**src/rtl/vec_register_file_pkg.sv**
```systemverilog
// Shared types and defaults for the vector register file.
// One vector is four independent lanes.
package vec_pkg;

    localparam int unsigned DEFAULT_DATA_WIDTH = 8;
    localparam int unsigned DEFAULT_NUM_REGS   = 8;
    localparam int unsigned DEFAULT_SEL_W      = $clog2(DEFAULT_NUM_REGS);
    localparam int unsigned VEC_LANES          = 4;

    typedef logic [DEFAULT_DATA_WIDTH-1:0] lane_t;
    typedef lane_t [VEC_LANES-1:0] vec_t;
    typedef logic [DEFAULT_SEL_W-1:0] reg_sel_t;

endpackage

```
**src/rtl/vec_register_file_read_port.sv**
```systemverilog
// Combinational NUM_REGS-to-1 vector multiplexer.
// It is used for each read port of the register file.
module vec_read_port
    import vec_pkg::*;
#(
    parameter int unsigned DATA_WIDTH = DEFAULT_DATA_WIDTH,
    parameter int unsigned NUM_REGS   = DEFAULT_NUM_REGS,
    localparam int unsigned SEL_W     = $clog2(NUM_REGS)
) (
    input  logic [NUM_REGS-1:0][VEC_LANES-1:0][DATA_WIDTH-1:0] regs_i,
    input  logic [SEL_W-1:0]                                   sel_i,
    output logic [VEC_LANES-1:0][DATA_WIDTH-1:0]               data_o
);

    // NUM_REGS is a power of two, so every select value is in range.
    always_comb begin
        data_o = regs_i[sel_i];
    end

endmodule

```
**src/rtl/vec_register_file.sv**
```systemverilog
// Vector register file: two combinational read ports, one synchronous write port.
// There is no write-through bypass; written data appears after the capturing edge.
module vec_register_file
    import vec_pkg::*;
#(
    parameter int unsigned DATA_WIDTH = DEFAULT_DATA_WIDTH,
    parameter int unsigned NUM_REGS   = DEFAULT_NUM_REGS,
    localparam int unsigned SEL_W     = $clog2(NUM_REGS)
) (
    input  logic                  clk,
    input  logic                  reset,
    input  logic                  regWrEn,
    input  logic [SEL_W-1:0]      rSel1,
    input  logic [SEL_W-1:0]      rSel2,
    input  logic [SEL_W-1:0]      regToWrite,
    input  logic [DATA_WIDTH-1:0] regWriteData_0,
    input  logic [DATA_WIDTH-1:0] regWriteData_1,
    input  logic [DATA_WIDTH-1:0] regWriteData_2,
    input  logic [DATA_WIDTH-1:0] regWriteData_3,
    output logic [DATA_WIDTH-1:0] reg1Out_0,
    output logic [DATA_WIDTH-1:0] reg1Out_1,
    output logic [DATA_WIDTH-1:0] reg1Out_2,
    output logic [DATA_WIDTH-1:0] reg1Out_3,
    output logic [DATA_WIDTH-1:0] reg2Out_0,
    output logic [DATA_WIDTH-1:0] reg2Out_1,
    output logic [DATA_WIDTH-1:0] reg2Out_2,
    output logic [DATA_WIDTH-1:0] reg2Out_3
);

    logic [NUM_REGS-1:0][VEC_LANES-1:0][DATA_WIDTH-1:0] regs_d, regs_q;
    logic [VEC_LANES-1:0][DATA_WIDTH-1:0]               wr_vec;
    logic [VEC_LANES-1:0][DATA_WIDTH-1:0]               rd1_vec, rd2_vec;

    always_comb begin
        wr_vec[0] = regWriteData_0;
        wr_vec[1] = regWriteData_1;
        wr_vec[2] = regWriteData_2;
        wr_vec[3] = regWriteData_3;
    end

    always_comb begin
        regs_d = regs_q;
        if (regWrEn) begin
            regs_d[regToWrite] = wr_vec;
        end
    end

    always_ff @(posedge clk or posedge reset) begin
        if (reset) begin
            regs_q <= '0;
        end else begin
            regs_q <= regs_d;
        end
    end

    vec_read_port #(
        .DATA_WIDTH(DATA_WIDTH),
        .NUM_REGS  (NUM_REGS)
    ) u_read_port1 (
        .regs_i(regs_q),
        .sel_i (rSel1),
        .data_o(rd1_vec)
    );

    vec_read_port #(
        .DATA_WIDTH(DATA_WIDTH),
        .NUM_REGS  (NUM_REGS)
    ) u_read_port2 (
        .regs_i(regs_q),
        .sel_i (rSel2),
        .data_o(rd2_vec)
    );

    always_comb begin
        reg1Out_0 = rd1_vec[0];
        reg1Out_1 = rd1_vec[1];
        reg1Out_2 = rd1_vec[2];
        reg1Out_3 = rd1_vec[3];
        reg2Out_0 = rd2_vec[0];
        reg2Out_1 = rd2_vec[1];
        reg2Out_2 = rd2_vec[2];
        reg2Out_3 = rd2_vec[3];
    end

endmodule

```
**config.mk**
```make
export PLATFORM = sky130hd
export DESIGN_NAME = vec_register_file
export DESIGN_NICKNAME = d
export VERILOG_FILES = /design/src/rtl/vec_register_file_pkg.sv /design/src/rtl/vec_register_file_read_port.sv /design/src/rtl/vec_register_file.sv
export SDC_FILE = /design/constraint.sdc
export NUM_CORES = 1
export LEC_CHECK = 0
export CAP_MARGIN = 30
export CELL_PAD_IN_SITES_DETAIL_PLACEMENT = 0
export CELL_PAD_IN_SITES_GLOBAL_PLACEMENT = 2
export CORE_ASPECT_RATIO = 2
export CORE_MARGIN = 8
export CORE_UTILIZATION = 40
export DETAILED_ROUTE_END_ITERATION = 8
export PLACE_DENSITY = 0.75
export RECOVER_POWER = 50
export SLEW_MARGIN = 20
export SYNTH_ARGS = -nofsm -noshare
export SYNTH_HDL_FRONTEND = slang
export SYNTH_SLANG_ARGS = --single-unit
export TNS_END_PERCENT = 10
```
**constraint.sdc**
```tcl
create_clock -name clk -period 18.9 [get_ports clk]
set_input_delay 1.89 -clock clk [delete_from_list [all_inputs] [get_ports clk]]
set_output_delay 1.89 -clock clk [all_outputs]
set_load 0.01 [all_outputs]
```
==> flow_metrics.py <==
metrics = {
    "outcome": {
        "status": "finished with violations",
        "violations": "max-capacitance violations, max-slew violations",
    },
    "global_routing": {
        "grt_max_degree": 100,
        "antenna_found_initial": 1,
        "grt_pass1_wl_mm": 52.37,
        "grt_pass1_vias": 8618,
        "overflow": 0,
        "grtUsageTotal": 0.1646,
    },
    "finish": {
        "syn_to_final_growth_pct": 15.56,
        "seq_area_um2": 6406,
        "drive_gt1_frac": 0.4887,
        "regMostFlops": "regs_q",
        "nets": 910,
        "biggestRegsByFlops": "regs_q x256",
        "multi_input_area_um2": 6865,
        "fillers": 2903,
        "layout_common_cells": "310 x mux2_2, 256 x dfrtp_1, 97 x clkdlybuf4s50_1, 69 x mux4_1, 59 x mux4_2",
        "largest_reg_flops": 256,
        "mostFrequentLayoutCell": "mux2_2",
    },
    "synthesis": {
        "yosysUniqueCellTypes": 18,
        "syn_inst": 780,
        "syn_nets": 824,
        "synth_seq_cells": 256,
        "ys_warn_count": 0,
        "avgSynthCellArea_um2": 17.56,
        "yosysSeqAreaShare": 0.4678,
        "syn_area_um2": 13700,
    },
    "floorplan": {
        "die_w_um": 146.8,
        "die_h_um": 277.7,
        "die_area_um2": 40770,
        "start_util": 0.4029,
        "core-area_um2": 33990,
        "ioPinCount": 108,
        "core.rowCount": 96,
    },
    "cts": {
        "cts_root_buf": "clkbuf_16",
        "clock_latency_ns": 0.53,
        "path_clk_slew_ns": 0.06,
        "clock-sinks": 256,
        "cts_setup_buffers": 0,
        "numCtsBuffers": 26,
        "htree_levels": 1,
        "cts_buffer_depth": 3,
        "cts_hold_buf": 0,
        "cts_tree": "yes",
        "cts_resized": 0,
    },
    "timing": {
        "fmax_mhz": 122.2,
        "drv_slew": 333,
        "tns_ns": 0,
        "post-route-min-period_ns": 8.182,
        "post-route-period-util": 0.4329,
        "rsz0062_at_grt": "no",
        "slew_headroom": -1.996,
        "setup_viol": 0,
        "finalHoldViolCount": 0,
        "worst_slew_pin_slew_ns": 4.470,
        "fin_skew_ns": 0,
    },
    "place": {
        "place_congestion": 0.7140,
        "dpl.hpwl_mm": 19.38,
        "io_buffers": 107,
    },
    "route": {
        "antenna_left": 0,
        "vias_per_cell": 5.825,
        "drtPass1Iterations": 5,
        "vias": 7736,
        "drc": 0,
        "drt-initial-drc-count": 409,
        "wl_per_cell_um": 25.15,
        "drt-total-wl_mm": 33.40,
    },
    "worst_setup_path": {
        "worstPathArrival_ns": 8.31,
        "cp-start-kind": "input pin",
        "r2r_setup_slack_ns": 18.10,
        "worstRegToRegCells": 1,
        "worstPathRequired_ns": 19.02,
        "end_kind": "asynchronous set/reset pin",
        "cp_max_fo": 99,
        "critPathKind": "in -> async",
    },
    "flow_run": {
        "drv_cap": 8,
    },
    "pwr": {
        "switching_share": 0.2657,
        "vdd_drop_max_mv": 0.07265,
        "p_per_area_nw_per_um2": 108.2,
        "p_switching_mw": 0.4551,
        "p_leak_nw": 6.492,
        "p_seq_frac": 0.439,
        "power_frac_clock": 0.293,
        "p_total_mw": 1.713,
        "comb_power_share": 0.267,
        "p_int_mw": 1.257,
    },
    "hold_path": {
        "hold_path_class": "reg -> reg",
        "hold_depth": 1,
    },
}
## cells in the mapped netlist
library cell	number	area (µm²)
clkbuf_2	3	15.01
dlygate4sd1_1	1	8.760
mux4_1	69	1813
mux2_4	1	15.01
mux2_2	310	3491
nand4_1	1	6.260
buf_1	3	11.26
nand4b_1	3	26.28
nor4bb_1	3	30.03
clkbuf_1	4	15.01
buf_4	13	97.59
buf_2	29	145.1
mux2_1	9	101.4
inv_1	1	3.750
nor4b_4	1	23.77
dfrtp_1	256	6406
buf_6	14	157.7
mux4_2	59	1329
## power by group through the flow
stage / Clock, mW / Sequential [mW] / Combinational, mW
after floorplan: 0 / 0.729 / 0.317
after global routing: 0.541 / 0.770 / 0.492
after CTS: 0.520 / 0.750 / 0.469
after global placement: 0 / 0.750 / 0.458
final: 0.502 / 0.753 / 0.458
after detailed placement: 0 / 0.760 / 0.467
## metal layers
metal	up-vias	wire length [µm]	GRT usage	share of wire
li1	3319	-	-	-
met1	4201	14220	0.2109	0.43
met2	176	17120	0.2828	0.51
met3	40	1546	0.02693	0.046
met4	0	514	0.04197	0.015
met5	-	0	0	0
## final cells by class
type | instances | share of cell area
Clock inverter | 10 | 0.003716
Sequential cell | 256 | 0.4048
Clock buffer | 38 | 0.04909
Timing Repair Buffer | 125 | 0.07329
Antenna cell | 1 | 0.0001581
Inverter | 1 | 0.0003162
Multi-Input combinational cell | 456 | 0.4338
Tap cell | 441 | 0.03486
## kinds of logic after synthesis
family / after synthesis / synth area share
multiplexers: 448 / 0.4928
flip-flops: 256 / 0.4678
buffers and inverters: 68 / 0.03316
AND/OR/NAND/NOR: 8 / 0.006304
## critical path, stage by stage
cell and delay (ns):
dlygate4sd3_1 0.54, clkinvlp_2 2.47, clkbuf_1 1.49, clkbuf_1 1.83
## per-stage QoR
stage	area, µm²	worst slack, ns	utilization	hold slack [ns]	cells
4_1_cts	15890	12.54	0.4675	0.5125	1327
3_3_place_gp	15030	12.55	0.4421	0.4821	1278
2_1_floorplan	13700	9.968	-	0.4653	780
3_5_place_dp	15060	12.55	0.4429	0.4992	1279
5_1_grt	15820	9.308	0.4655	0.5253	1327
6_report	15830	10.72	0.4656	0.5107	1328
## path summary, 6_finish.rpt
| kind | end | start |
|---|---|---|
| worst max-delay path | regs_q[18]$_DFFE_PP0P_ | reset |
| worst min-delay path | regs_q[45]$_DFFE_PP0P_ | regs_q[45]$_DFFE_PP0P_ |
| worst max register to register | regs_q[194]$_DFFE_PP0P_ | regs_q[194]$_DFFE_PP0P_ |
| worst min register to register | regs_q[45]$_DFFE_PP0P_ | regs_q[45]$_DFFE_PP0P_ |
| max in group clk | reg1Out_0[6] | rSel1[0] |
| min in group asynchronous | regs_q[164]$_DFFE_PP0P_ | reset |
No activity file was read; power rests on OpenSTA's default activity.
